==> config.mk <==
export PLATFORM = sky130hd
export DESIGN_NAME = morningjava_sqrt_iter
export DESIGN_NICKNAME = d
export VERILOG_FILES = /design/src/rtl/morningjava_sqrt_iter_pkg.sv /design/src/rtl/morningjava_sqrt_iter_step.sv /design/src/rtl/morningjava_sqrt_iter.sv
export SDC_FILE = /design/constraint.sdc
export NUM_CORES = 1
export LEC_CHECK = 0
export ABC_AREA = 1
export ABC_CLOCK_PERIOD_IN_PS = 4000
export CORE_ASPECT_RATIO = 0.6
export CORE_UTILIZATION = 58
export CTS_BUF_LIST = sky130_fd_sc_hd__clkbuf_16
export CTS_CLUSTER_DIAMETER = 100
export DETAILED_ROUTE_END_ITERATION = 16
export PLACE_DENSITY_LB_ADDON = 0.08
export SLEW_MARGIN = 20
export SYNTH_ARGS = -nofsm -noshare
export SYNTH_HDL_FRONTEND = slang
export SYNTH_SLANG_ARGS = --single-unit
==> constraint.sdc <==
create_clock -name clk -period 4 [get_ports clk]
set_clock_uncertainty 0.15 [all_clocks]
set_input_delay 0.4 -clock clk [delete_from_list [all_inputs] [get_ports clk]]
set_output_delay 0.4 -clock clk [all_outputs]
set_load 0.05 [all_outputs]
==> src/rtl/morningjava_sqrt_iter_pkg.sv <==
// Shared types and elaboration-time helpers for the iterative square-root block.
package sqrt_pkg;

  typedef enum logic [1:0] {
    IDLE = 2'd0,
    BUSY = 2'd1,
    FIX  = 2'd2,
    DONE = 2'd3
  } sqrt_state_t;

  function automatic bit sqrt_params_ok(input int width, input int unroll);
    if ((width < 4) || ((width % 2) != 0) || (unroll < 1)) begin
      return 1'b0;
    end else begin
      return (((width / 2) % unroll) == 0);
    end
  endfunction

  // Falls back to 1 on bad parameters so the design still elaborates far enough to report them.
  function automatic int sqrt_iter_count(input int width, input int unroll);
    if (!sqrt_params_ok(width, unroll)) begin
      return 1;
    end else begin
      return width / 2 / unroll;
    end
  endfunction

  function automatic int sqrt_cnt_width(input int n);
    return (n <= 2) ? 1 : $clog2(n);
  endfunction

endpackage

==> src/rtl/morningjava_sqrt_iter_step.sv <==
// One combinational non-restoring (Li/Chu) square-root step: consumes two operand bits, yields one root bit.
module morningjava_sqrt_step
  import sqrt_pkg::*;
#(
  parameter int G_WIDTH = 8
) (
  input  logic [G_WIDTH/2+1:0] r_in,
  input  logic [G_WIDTH/2-1:0] q_in,
  input  logic [1:0]           d_in,
  output logic [G_WIDTH/2+1:0] r_out,
  output logic [G_WIDTH/2-1:0] q_out
);
  localparam int H = G_WIDTH / 2;

  logic [H+1:0] x_s;
  logic [H+1:0] y_s;
  logic [H+1:0] r_nxt_s;

  // Negative partial remainder restores by adding 4q+3, otherwise subtracts 4q+1.
  always_comb begin
    x_s = (r_in << 2) + {{H{1'b0}}, d_in};
    y_s = {q_in, r_in[H+1], 1'b1};
    if (r_in[H+1]) begin
      r_nxt_s = x_s + y_s;
    end else begin
      r_nxt_s = x_s - y_s;
    end
    r_out = r_nxt_s;
    q_out = {q_in[H-2:0], ~r_nxt_s[H+1]};
  end

endmodule

==> src/rtl/morningjava_sqrt_iter.sv <==
// Handshaked iterative integer square root with remainder, G_UNROLL root bits per clock.
// Optional macro SQRT_ROUND_EN: data_out becomes the round-to-nearest root (saturating).
module morningjava_sqrt_iter
  import sqrt_pkg::*;
#(
  parameter int G_WIDTH  = 8,
  parameter int G_UNROLL = 1
) (
  input  logic                 clk,
  input  logic                 reset,
  input  logic                 in_valid,
  output logic                 in_ready,
  input  logic [G_WIDTH-1:0]   data_in,
  output logic                 out_valid,
  input  logic                 out_ready,
  output logic [G_WIDTH/2-1:0] data_out,
  output logic [G_WIDTH/2:0]   rem_out
);
  localparam int H  = G_WIDTH / 2;
  localparam int N  = sqrt_iter_count(G_WIDTH, G_UNROLL);
  localparam int CW = sqrt_cnt_width(N);
  localparam logic [CW-1:0] CNT_LAST = CW'(N - 1);
  localparam logic [CW-1:0] CNT_ONE  = CW'(1);

  if (!sqrt_params_ok(G_WIDTH, G_UNROLL)) begin : g_param_err
    $error("morningjava_sqrt_iter: G_WIDTH must be even and >= 4, G_UNROLL must divide G_WIDTH/2");
  end

  sqrt_state_t         state_q, state_d;
  logic [CW-1:0]       cnt_q, cnt_d;
  logic [G_WIDTH-1:0]  opnd_q, opnd_d;
  logic [H+1:0]        r_q, r_d;
  logic [H-1:0]        q_q, q_d;
  logic [H-1:0]        data_out_q, data_out_d;
  logic [H:0]          rem_q, rem_d;
  logic                out_valid_q, out_valid_d;
  logic                in_ready_q, in_ready_d;
  logic [G_UNROLL:0][H+1:0] r_chain;
  logic [G_UNROLL:0][H-1:0] q_chain;
  logic [H:0]          rem_fix_s;
  logic [H-1:0]        root_s;

  assign r_chain[0] = r_q;
  assign q_chain[0] = q_q;

  for (genvar k = 0; k < G_UNROLL; k++) begin : g_step
    morningjava_sqrt_step #(.G_WIDTH(G_WIDTH)) u_step (
      .r_in  (r_chain[k]),
      .q_in  (q_chain[k]),
      .d_in  (opnd_q[G_WIDTH-1-2*k -: 2]),
      .r_out (r_chain[k+1]),
      .q_out (q_chain[k+1])
    );
  end

`ifdef SQRT_ROUND_EN
  localparam logic [H-1:0] ROOT_MAX = {H{1'b1}};
  localparam logic [H-1:0] ROOT_ONE = H'(1);
`endif

  // Final remainder correction; the sum is non-negative so H+1 bits hold it exactly.
  always_comb begin
    if (r_q[H+1]) begin
      rem_fix_s = r_q[H:0] + {q_q, 1'b1};
    end else begin
      rem_fix_s = r_q[H:0];
    end
`ifdef SQRT_ROUND_EN
    if ((rem_fix_s > {1'b0, q_q}) && (q_q != ROOT_MAX)) begin
      root_s = q_q + ROOT_ONE;
    end else begin
      root_s = q_q;
    end
`else
    root_s = q_q;
`endif
  end

  // Next-state, datapath and registered-output computation.
  always_comb begin
    state_d    = state_q;
    cnt_d      = cnt_q;
    opnd_d     = opnd_q;
    r_d        = r_q;
    q_d        = q_q;
    data_out_d = data_out_q;
    rem_d      = rem_q;
    case (state_q)
      IDLE: begin
        if (in_valid && in_ready_q) begin
          state_d = BUSY;
          opnd_d  = data_in;
          r_d     = '0;
          q_d     = '0;
          cnt_d   = '0;
        end else begin
          state_d = IDLE;
        end
      end
      BUSY: begin
        r_d    = r_chain[G_UNROLL];
        q_d    = q_chain[G_UNROLL];
        opnd_d = opnd_q << (2 * G_UNROLL);
        if (cnt_q == CNT_LAST) begin
          state_d = FIX;
          cnt_d   = '0;
        end else begin
          cnt_d   = cnt_q + CNT_ONE;
        end
      end
      FIX: begin
        data_out_d = root_s;
        rem_d      = rem_fix_s;
        state_d    = DONE;
      end
      DONE: begin
        if (out_ready) begin
          state_d = IDLE;
        end else begin
          state_d = DONE;
        end
      end
      default: begin
        state_d = IDLE;
        cnt_d   = '0;
      end
    endcase
    out_valid_d = (state_d == DONE);
    in_ready_d  = (state_d == IDLE);
  end

  // State and output registers; reset wins over any handshake in the same cycle.
  always_ff @(posedge clk) begin
    if (reset) begin
      state_q     <= IDLE;
      cnt_q       <= '0;
      opnd_q      <= '0;
      r_q         <= '0;
      q_q         <= '0;
      data_out_q  <= '0;
      rem_q       <= '0;
      out_valid_q <= 1'b0;
      in_ready_q  <= 1'b1;
    end else begin
      state_q     <= state_d;
      cnt_q       <= cnt_d;
      opnd_q      <= opnd_d;
      r_q         <= r_d;
      q_q         <= q_d;
      data_out_q  <= data_out_d;
      rem_q       <= rem_d;
      out_valid_q <= out_valid_d;
      in_ready_q  <= in_ready_d;
    end
  end

  assign in_ready  = in_ready_q;
  assign out_valid = out_valid_q;
  assign data_out  = data_out_q;
  assign rem_out   = rem_q;

endmodule
=== Word-level counts from Yosys, hierarchy flattened ===
Index checks and enable logic that the tools add are counted.
W data, S select, Z words.

* Order comparisons: 0
* Shifts and indexed selects: 0
* Multiplexer cells: 15
* Bitwise gates (word level): 1
* Equality and inequality tests: 6
* Divide/modulo/power cells: 0
* Multiply operators: 0
* Reduce and logical (&&, ||, !) cells: 5
* Add/subtract/negate cells: 5

{| class="wikitable"
|+ Operators by type and width
! kind !! number
|-
| $pmux W8 S2 || 1
|-
| $mux W6 || 2
|-
| $pmux W6 S2 || 1
|-
| $eq A2 B2 Y1 const B || 4
|-
| $mux W2 || 4
|-
| $mux W8 || 1
|-
| $pmux W2 S4 || 1
|-
| $pmux W4 S2 || 1
|-
| $add A6 B2 Y6 || 1
|-
| $add A6 B6 Y6 || 1
|-
| $sub A6 B6 Y6 || 1
|-
| $add A5 B5 Y5 || 1
|-
| $mux W5 || 1
|-
| $logic_not A2 Y1 || 2
|-
| $mux W4 || 1
|-
| $pmux W2 S2 || 1
|-
| $add A2 B1 Y2 const B || 1
|-
| $eq A2 B1 Y1 const B || 1
|-
| $ne A2 B2 Y1 const B || 1
|-
| $reduce_and A2 Y1 || 1
|-
| $reduce_bool A2 Y1 || 1
|-
| $logic_and A1 B1 Y1 || 1
|-
| $mux W1 || 1
|-
| $not A1 Y1 || 1
|}

* Latch bits: 0
* Input bits: 12
* ROM bits: 0
* Register bits after elaboration: 33
* Bits in writable memories: 0
* Output and inout port bits: 11
* Memories kept: 0

=== Longest topological paths before layout ===
* Word-level depth: 5
* Mapped depth: 11
* Depth with buffers taken out: 10

=== Hierarchy ===
A second synthesis with hierarchy kept.

* Cells, all modules: 245
* Area, all modules: 1829.3 sq um

{| class="wikitable"
|+ By module, submodules not included
! module !! instances !! area an instance (sq um) !! seq. area each (sq um) !! cells each
|-
| morningjava_sqrt_iter || 1 || 1488.9 || 660.6 || 187
|-
| morningjava_sqrt_step || 1 || 340.3 || 0.0 || 58
|}

=== Least setup slack after synthesis ===
OpenSTA, ideal clock, no wires.

* Path type: reg-to-reg
* Start point: register r_q[5]
* End point: register r_q[5]
* Path buffers: 1
* Required time: 3740 ps
* Setup time: 110 ps
* Cell stages (with the launch flop): 12
* Slack: 2374 ps
* Arrival time: 1366 ps
* Cell sequence: dfxtp_1 -> buf_6 -> xnor2_1 -> ha_1 -> nand2_1 -> inv_1 -> nand3_1 -> nand3_1 -> nand2_1 -> nand3_1 -> nand3_1 -> inv_1

* Longest elaborated chain between the ends: 3

{| class="wikitable"
|+ Ends and longest elaborated chain
! item !! line !! source
|-
| start, declared || morningjava_sqrt_iter.sv:32 || <nowiki>logic [H+1:0] r_q, r_d;</nowiki>
|-
| start signal, assigned || morningjava_sqrt_iter.sv:148 || <nowiki>r_q <= r_d;</nowiki>
|-
| $sub A6 B6 Y6 / $add A6 B6 Y6 (equally long branches) || morningjava_sqrt_iter_step.sv:26, morningjava_sqrt_iter_step.sv:24 ||
|-
| $mux W6 (*) || morningjava_sqrt_iter_step.sv:23 || <nowiki>if (r_in[H+1]) begin</nowiki>
|-
| $pmux W6 S2 (*) || morningjava_sqrt_iter.sv:88 || <nowiki>case (state_q)</nowiki>
|}

Every way passes the cells marked *; elsewhere a longest branch is shown, timed or not.
A chain may end at the register's enable or synchronous reset.

=== Final worst setup path ===
* Start point: register r_q[5]
* End point: register q_q[0]

* Longest elaborated chain between the ends: 4

{| class="wikitable"
|+ Ends and longest elaborated chain
! item !! line !! source
|-
| $sub A6 B6 Y6 / $add A6 B6 Y6 (equally long branches) || morningjava_sqrt_iter_step.sv:26, morningjava_sqrt_iter_step.sv:24 ||
|-
| $mux W6 (*) || morningjava_sqrt_iter_step.sv:23 ||
|-
| $not A1 Y1 (*) || morningjava_sqrt_iter_step.sv:29 || <nowiki>q_out = {q_in[H-2:0], ~r_nxt_s[H+1]};</nowiki>
|-
| $pmux W4 S2 (*) || morningjava_sqrt_iter.sv:88 ||
|-
| end signal, assigned || morningjava_sqrt_iter.sv:149 || <nowiki>q_q <= q_d;</nowiki>
|-
| end, declared || morningjava_sqrt_iter.sv:33 || <nowiki>logic [H-1:0] q_q, q_d;</nowiki>
|}

Marks and branches as above.

==> flow_summary.toml <==
[run_status]
status = "finished clean"

[synth]
yosysMostFrequentCell = "nand2_1"
synthDistinctLibCells = 24
netlist_top_cells_count = "61 x nand2_1, 33 x dfxtp_1, 25 x a21oi_1, 21 x inv_1, 21 x nor2_1"
synth_seq_cells = 33
syn_inst = 237
netlist.top_cell.by_area = "dfxtp_1"
yosysWarningCount = 0
syn_nets = 258
yosysSeqAreaShare = 0.3897
ys_top_cells_by_area = "dfxtp_1 39%, nand2_1 14%, a21oi_1 7.4%, ha_1 5.9%, o21ai_0 5.3%"
syn_avg_cell_area_um2 = 7.153
synth-edff-count = 0
synth_ff_type = "dfxtp_1"
synth_area_um2 = 1695
synthArstFlopShare = 0
yosys.area.top_type_share = 0.3897

[floorplanning]
chipHeight_um = 43.88
rows = 14
die_area_um2 = 3151
start_util = 0.6452
io-pin-count = 23
core_um2 = 2628
die_width_um = 71.80

[clocking]
clk_pin_slew_ps = 50
cts_tree = "yes"
cts_setup_buffers = 0
h-tree-depth = 2
numCtsBuffers = 5
cts_root_buffer = "clkbuf_16"
cts_resized = 0
clk_latency_ps = 280
clock-sinks = 33
clockBufferDepth = 2
cts_hold_buf = 0

[placement]
portBuffers = 22
dpl.hpwl_um = 2600
dpl_cell_area_um2 = 1899
place_congestion = 0.8655
dp_slack_ps = 1853
dp_cells = 283

[grt]
grt-ovfl-total = 0
grt_pass1_vias = 1366
grt_pass1_wl_um = 6389
grt_max_degree = 17
antenna_found_initial = 0
track_usage = 0.2730

[worst_setup_path]
reg2reg_depth = 9
r2r_end = "q_q[0]"
cp_top_family = "flip-flops"
worst_ep_arrival_time_ps = 2090
startpoint_type = "flip-flop"
cpPeakStageDelay_ps = 650
reg2reg_from = "r_q[5]"
critPathKind = "reg -> reg"
worst-r2r-setup-slack_ps = 1900
critPathBufInv = 1
end_kind = "flip-flop"
startpoint = "r_q[5]"
path_cells = "xnor2_1 > ha_1 > inv_1 > nor2_1 > nand3_1 > nand3_1 > nand2_1 > nand3_1 > a21oi_1"
crit_fanout = 10
cp_slowest_cell = "dfxtp_1"
cp.required_ps = 3990
crit_top_cell = "nand3_1"

[worst_hold_path]
min_from = "cnt_q[0]"
whs_endpoint = "cnt_q[0]"
hold-path-cell-count = 1
hold_path_class = "reg -> reg"

[timing]
grt_setup_unrepaired = "no"
min_period_over_period = 0.5252
slew_violations = 0
final_hold_viol_count = 0
period_minus_slack_ps = 2101
tightest_slew_ps = 604.3
fin_setup_tns_ps = 0
fmax_mhz = 476.0
setup_ws_ps = 1899
setup_viol = 0
max_slew_margin = 0.5958

[detailed_routing]
met3_wirelength_um = 313
via_count = 1548
met2_length_um = 1427
drt-met1-wl_um = 1889
routed_wl_um = 3690
drt_pass1_iterations = 4
drc = 0
ant_nets = 0
avgRoutedWirePerCell_um = 12.68
highest_layer = "met4"
via_per_inst = 5.320
drt_iter0_drc = 179

[power_and_ir_drop]
powerDensity_nw_per_um2 = 472.5
leakage_nw = 0.8888
power.switching_uw = 300.4
power_frac_comb = 0.222
seqPwrFrac = 0.400
p_int_uw = 664.5
clkPwrFrac = 0.378
netSwitchingFraction = 0.3113
worst_ir_drop_vdd_uv = 321.8

[layout]
finalInstanceArea_um2 = 2042
fin_cells = 291
drive_gt1_frac = 0.07722
area_delta_synth_final_pct = 20.44
fin_util = 0.7771
finalNetCount = 279
antenna_cells = 0

[run]
cap_viol_max_count = 0
==> worst max-delay path by stage <==
stage	slack, ps	depth (start not counted)	endpoint
floorplan	2370	11	r_q[5]
global placement	1870	4	data_out[0]
detailed placement	1850	4	opnd_q[4]
CTS	1930	10	r_q[5]
global route	1780	10	r_q[5]
finish	1900	9	q_q[0]
==> routing by layer <==
metal	global-route usage	up-vias
li1	-	813
met1	0.3966	673
met2	0.3774	54
met3	0.07674	8
met4	0.1176	0
met5	0	-
==> kinds of logic after synthesis <==
group	synth area share
simple gates	0.2546
compound gates	0.1668
buf+inv	0.09225
flops	0.3897
fa+ha+maj	0.07085
xor+xnor	0.02583
==> sequential cells by signal (all words and copies together), names as in the netlist <==
name,count
cnt_q,2
data_out,4
state_q,2
in_ready,1
out_valid,1
opnd_q,8
q_q,4
rem_out,5
r_q,6
==> placed cells by master, fill, tap and decap left out <==
cell and instances:
clkbuf_16 5, nand4_4 1, dfxtp_1 33, nand3_1 13, o21ai_1 3, ha_1 8
nand2_2 4, clkinv_2 2, nand2_1 61, inv_1 21, a31oi_1 7, xnor2_1 5
inv_2 4, fa_1 1, nor2_1 21, a21oi_2 1, nor2_2 1, o21ai_0 18
a21oi_1 25, or2_0 1, clkinvlp_4 1, inv_4 1, clkdlybuf4s50_1 22
==> worst register-to-register path, stage by stage, from the launching register on <==
cell and delay [ps]:
dfxtp_1 650, xnor2_1 130, ha_1 340, inv_1 70, nor2_1 140, nand3_1 110, nand3_1 90, nand2_1 50
nand3_1 150, a21oi_1 80
==> per-stage QoR <==
stage	power (mW)	hold slack, ps
after floorplan	0.5529	278.3
after global placement	0.5929	303.0
after detailed placement	0.5974	304.6
after CTS	0.9658	314.4
after global routing	1.021	326.4
final	0.9649	309.2
==> power by group through the flow <==
stage               Clock (mW)  Sequential (mW)  Combinational, mW
finish                   0.365            0.386              0.214
global route             0.389            0.389              0.242
CTS                      0.370            0.385              0.211
detailed placement           0            0.391              0.206
global placement             0            0.391              0.202
floorplan                    0            0.385              0.167
==> final cells by class <==
type                            instances  area (um2)
Fill cell                             196       585.6
Timing Repair Buffer                   22       220.2
Clock buffer                            5       125.1
Clock inverter                          3       17.52
Tap cell                               32       40.04
Sequential cell                        33       660.6
Multi-Input combinational cell        170       878.3
Inverter                               26       100.1
Note: power is estimated with default switching activity, not from simulation.
==> variant 1 (config.mk and constraints unchanged) <==
`r_q`, `q_q` and `data_out_q` no longer have a reset.
--- a/src/rtl/morningjava_sqrt_iter.sv
+++ b/src/rtl/morningjava_sqrt_iter.sv
@@ -136,7 +136,4 @@
       cnt_q       <= '0;
       opnd_q      <= '0;
-      r_q         <= '0;
-      q_q         <= '0;
-      data_out_q  <= '0;
       rem_q       <= '0;
       out_valid_q <= 1'b0;
@@ -146,11 +143,14 @@
       cnt_q       <= cnt_d;
       opnd_q      <= opnd_d;
-      r_q         <= r_d;
-      q_q         <= q_d;
-      data_out_q  <= data_out_d;
       rem_q       <= rem_d;
       out_valid_q <= out_valid_d;
       in_ready_q  <= in_ready_d;
     end
+  end
+
+  always_ff @(posedge clk) begin
+    r_q        <= r_d;
+    q_q        <= q_d;
+    data_out_q <= data_out_d;
   end
 
Check against the original RTL: differs if reset is asserted again (counterexample within 10 cycles, from zero or initial values and one cycle with reset high); with reset held inactive, the same outputs for 10 cycles.
==> variant 1 against the original RTL <==
Synthesized cell count fell by 18%. Design area is 2.1% higher. Sequential cell count did not move. First-iteration DRC count is 50% lower. Utilization rose by 1.1 points. Clock power shrank 2%. Cell count fell by 10%. Area after synthesis is 0.66% higher. Largest power group unchanged. Setup slack worse by 0.13 ns. Combinational power up 51%. Fmax is 5.9% lower. Routed wire length increased by 3.6%. Total power rose by 17%. Via count shrank 7.5%.
==> variant 1: results (changes against the original RTL) <==
Logic synthesis
The async set-or-reset flop fraction in the synthesized netlist is 0% (unchanged). The register area share after synthesis is 46.92% (+8.0 points). The number of distinct library cells after synthesis came to 27 (+13%).

The mux share of post-synthesis cell area is 0% (unchanged). The fraction of the mapped netlist area in compound gates was 15.25% (-1.4 points). The post-synthesis xor/xnor area fraction came to 3.079% (+0.50 points). The count of flip-flops with a built-in enable after synthesis was 14 (+14). The adder-cell area share of the yosys netlist is 7.038% (-0.047 points). The yosys synthesis warning count is 0 (unchanged). The commonest cells after synthesis are nand2_1, a21oi_1, nor2_1.

The synthesized net count is 215 (-17%). The synthesized area per cell is 8.797 um^2 (+23%). In the post-synthesis netlist, the biggest area contributors are edfxtp_1, dfxtp_1, nand2_1.

Global route
The pin count of the biggest net entering global routing was 19 (+2). The global-route wire length before repair is 6265 um (-1.9%). The initial antenna violation count was 0 (unchanged). The via count of the first global-routing pass is 1,293 (-5.3%). The overall global routing resource usage is 27.79% (+0.49 points).

Clock tree
The number of buffers inserted by post-CTS setup repair is 0 (unchanged). The library cell used as clock root buffer is clkbuf_16. The maximum level of the CTS H-tree is 2 (unchanged). The number of resized instances in the post-cts repair step is 0 (unchanged). The clock-pin slew on the worst setup and hold paths came to 0.05 ns (about the same). The insertion delay of the later-clocked pin in the worst-skew pair came to 0.28 ns (about the same).

Critical path
Data on the critical path arrives at its endpoint at 2.10 ns. The cell at the slowest stage of the critical path is edfxtp_1. In this run the critical register-to-register path is launched from r_q[5]. The worst register-to-register path ends at q_q[0].

The worst reg2reg path depth is 9 (unchanged). The critical-path maximum fanout is 9 (-1). The delay of the slowest critical-path stage is 0.60 ns (-0.05 ns). The worst-case register-to-register setup slack is 1.77 ns (-0.13 ns).

Placed design
The post-DP HPWL is 2591 um (-0.33%). The last weighted congestion value of the routability-driven placer is 0.8152 (-5.8%). The number of port buffers was 22 (unchanged). The count of placed standard cells including taps is 253 (-11%).

Detailed routing
The via count is 1,432 (-7.5%). The average detailed-routed wire length per instance is 14.64 um (+15%). The count of routing violations after the opening detailed-route iteration came to 90 (-50%).

The residual DRC count came to 0 (unchanged). The via density per instance is 5.487 (+3.1%). The first-pass detailed-route iteration total was 4 (unchanged).

Final layout
The flip-flop count of the largest register after layout was 8 (unchanged). The register with the most flip-flops in the final layout is opnd_q. The count of antenna diodes in the layout is 0 (unchanged).

The final-stage net count is 241 (-14%). The total of fill cells in the finished design is 172 (-12%). The proportion of layout cells with a drive suffix above 1 is 10.41% (+2.7 points).

Outcome
The flow ran to the end, and the final reports show no timing, DRC or antenna violations.

Min path
The sink of the worst hold path is opnd_q[0]. In this run the most critical hold path is launched from opnd_q[0]. The tightest min-delay check is of the reg -> reg type. The number of cells traversed by the worst hold path is 2 (+1).

Pwr
The maximum VDD drop is 429.8 uV (+34%). The total leakage power came to 0.9024 nW (+1.5%).

Timing
The fraction of the cycle the final worst path needs is 55.83% (+3.3 points). The headroom to the max-slew limit was 66.71% (+7.1 points).
[variant 1: cell count changes in the layout (fill, tap and decap cells not counted), sizes merged, moves of 3 or more]
cell	change
nand2	-21
a31oi	-7
o21ai	-3
nand3	-5
dfxtp	-14
edfxtp	+14
[variant 1: logic make-up after synthesis]
logic type | count (synthesis)
AO/OA/AOI/OAI | 45
buffers and inverters | 25
XOR/XNOR | 6
flip-flops | 33
adder cells (fa/ha/maj) | 9
AND/OR/NAND/NOR | 76
[variant 1: cell type report]
| cell class | instances | area share, % |
|---|---|---|
| flip-flops and latches | 33 | 38.39 |
| repair buffers | 22 | 10.56 |
| clock buffers | 5 | 5.999 |
| inverters | 22 | 4.439 |
| multi-input cells | 136 | 37.67 |
| clock inverters | 3 | 0.5399 |
| well taps | 40 | 2.400 |
[variant 1: worst min-delay path, cell delays in order (launching register included)]
cell	delay [ns]
dfxtp_1	0.29
inv_1	0.06
a21oi_1	0.06
[variant 1: worst max-delay path by stage]
| stage | start | end | slack (ns) |
|---|---|---|---|
| after floorplan | r_q[5] | q_q[0] | 2.15 |
| after global placement | r_q[5] | q_q[0] | 1.92 |
| after detailed placement | r_q[5] | q_q[0] | 1.84 |
| after CTS | r_q[5] | q_q[0] | 1.81 |
| after global routing | r_q[5] | r_q[5] | 1.63 |
| final | r_q[5] | q_q[0] | 1.77 |
[variant 1: report_power, final]
part           switching [mW]  internal, mW
registers              0.0488         0.399
clock network           0.133         0.223
logic                   0.198         0.125
[variant 1: through the flow]
stage                     hold WS [ns]  cell area [um^2]
after CTS                       0.3060              2086
final                           0.3079              2086
after detailed placement        0.2973              1949
after floorplan                 0.2739              1707
after global routing            0.3467              2086
after global placement          0.2895              1949
[variant 1: metal layers]
metal	track usage, %	wire length, um	vias to the layer above	share of wire [%]
li1	-	-	704	-
met1	36.80	1682	657	44
met2	46.42	1833	69	48
met3	6.834	296	2	7.7
met4	8.235	8	0	0.21
met5	0	0	-	0
==> variant 2 (config.mk and constraints unchanged) <==
Without the edit above. The option `SQRT_ROUND_EN` is turned on by a define.
--- a/src/rtl/morningjava_sqrt_iter.sv
+++ b/src/rtl/morningjava_sqrt_iter.sv
@@ -1,4 +1,6 @@
 // Handshaked iterative integer square root with remainder, G_UNROLL root bits per clock.
 // Optional macro SQRT_ROUND_EN: data_out becomes the round-to-nearest root (saturating).
+`define SQRT_ROUND_EN
+
 module morningjava_sqrt_iter
   import sqrt_pkg::*;
Formal check against the unedited RTL: not equivalent (Yosys sat finds a counterexample within 10 cycles, from zero or initial values and one cycle with reset high).
==> variant 2 against the original RTL <==
Setup slack got worse by 0.79 ns. Total power increased by 13%. Area after synthesis increased by 13%. Routed wire length increased by 7.1%. Design area increased by 12%. Global-route usage decreased by 2.2 points. Fmax decreased by 27%. Sequential cell count unchanged. Critical path type unchanged. Largest cell class unchanged. Highest routed layer unchanged.
==> variant 2: results (changes against the original RTL) <==
Logic synthesis
The synthesized net count is 285 (+10%). The register area share after synthesis is 34.49% (-4.5 points).

Placed design
The count of placed standard cells including taps is 314 (+11%). The post-DP HPWL was 2943 um (+13%). The placement-stage cell area is 2120 um^2 (+12%). The last weighted congestion value of the routability-driven placer came to 0.9219 (+6.5%). The post-placement setup slack came to 1.196 ns (-0.6570 ns).

Critical path
The critical path ends at data_out[0]. The worst-case register-to-register setup slack is 1.11 ns (-0.79 ns). The critical-path maximum fanout is 7 (-3).

The delay of the slowest critical-path stage is 0.49 ns (-0.16 ns). The worst reg2reg path depth is 19 (+10). The launch instance of the worst register-to-register path is q_q[1].

Timing
The headroom to the max-slew limit came to 38.91% (-21 points).

Pwr
The cell internal power dissipation came to 0.7536 mW (+13%). The share of power burned in combinational logic is 25.7% (+3.5 points). The switching power share of the total is 30.73% (-0.40 points).

Final layout
The multi-input gate share of total cell area came to 46.27% (+3.3 points). The count of multi-input combinational gates is 185 (+8.8%). The proportion of final cell area spent on non-clock buffers is 9.649% (-1.1 points). The area of combinational cells with multiple inputs was 1056 um^2 (+20%).

Detailed routing
The aggregate routed wire length is 3951 um (+7.1%). The via count is 1,671 (+7.9%).

Outcome
The run finished with clean final reports.

Global route
The global-route met2 utilization is 34.55% (-3.2 points). The global-route wire length before repair came to 6706 um (+5.0%). The pin count of the biggest net entering global routing is 19 (+2).

Min path
The number of cells traversed by the worst hold path is 2 (+1).
[variant 2: worst min-delay path by stage]
stage / to / slack, ns / from
finish: data_out[2] / 0.31 / data_out[2]
global placement: data_out[2] / 0.30 / data_out[2]
CTS: data_out[2] / 0.32 / data_out[2]
floorplan: cnt_q[0] / 0.28 / cnt_q[0]
global route: cnt_q[1] / 0.34 / cnt_q[1]
detailed placement: data_out[2] / 0.31 / data_out[2]
[variant 2: logic make-up (layout without fill, tap and decap cells)]
logic type	count (synthesis)	in the layout	synth area share, %
and+or+nand+nor	111	111	27.17
AOI/OAI and AO/OA	54	54	15.68
buffers and inverters	41	62	10.38
DFF	33	33	34.49
adders and majority gates	14	14	9.537
xor gates and xnor gates	6	6	2.743
[variant 2: critical path: cells and delay by family (launching register included)]
kind                     cells  cell delay [ns]
flip-flops                   1             0.49
AND/OR/NAND/NOR             11             0.86
adder cells (fa/ha/maj)      2             0.60
AO/OA/AOI/OAI                3             0.52
buffers and inverters        3             0.16
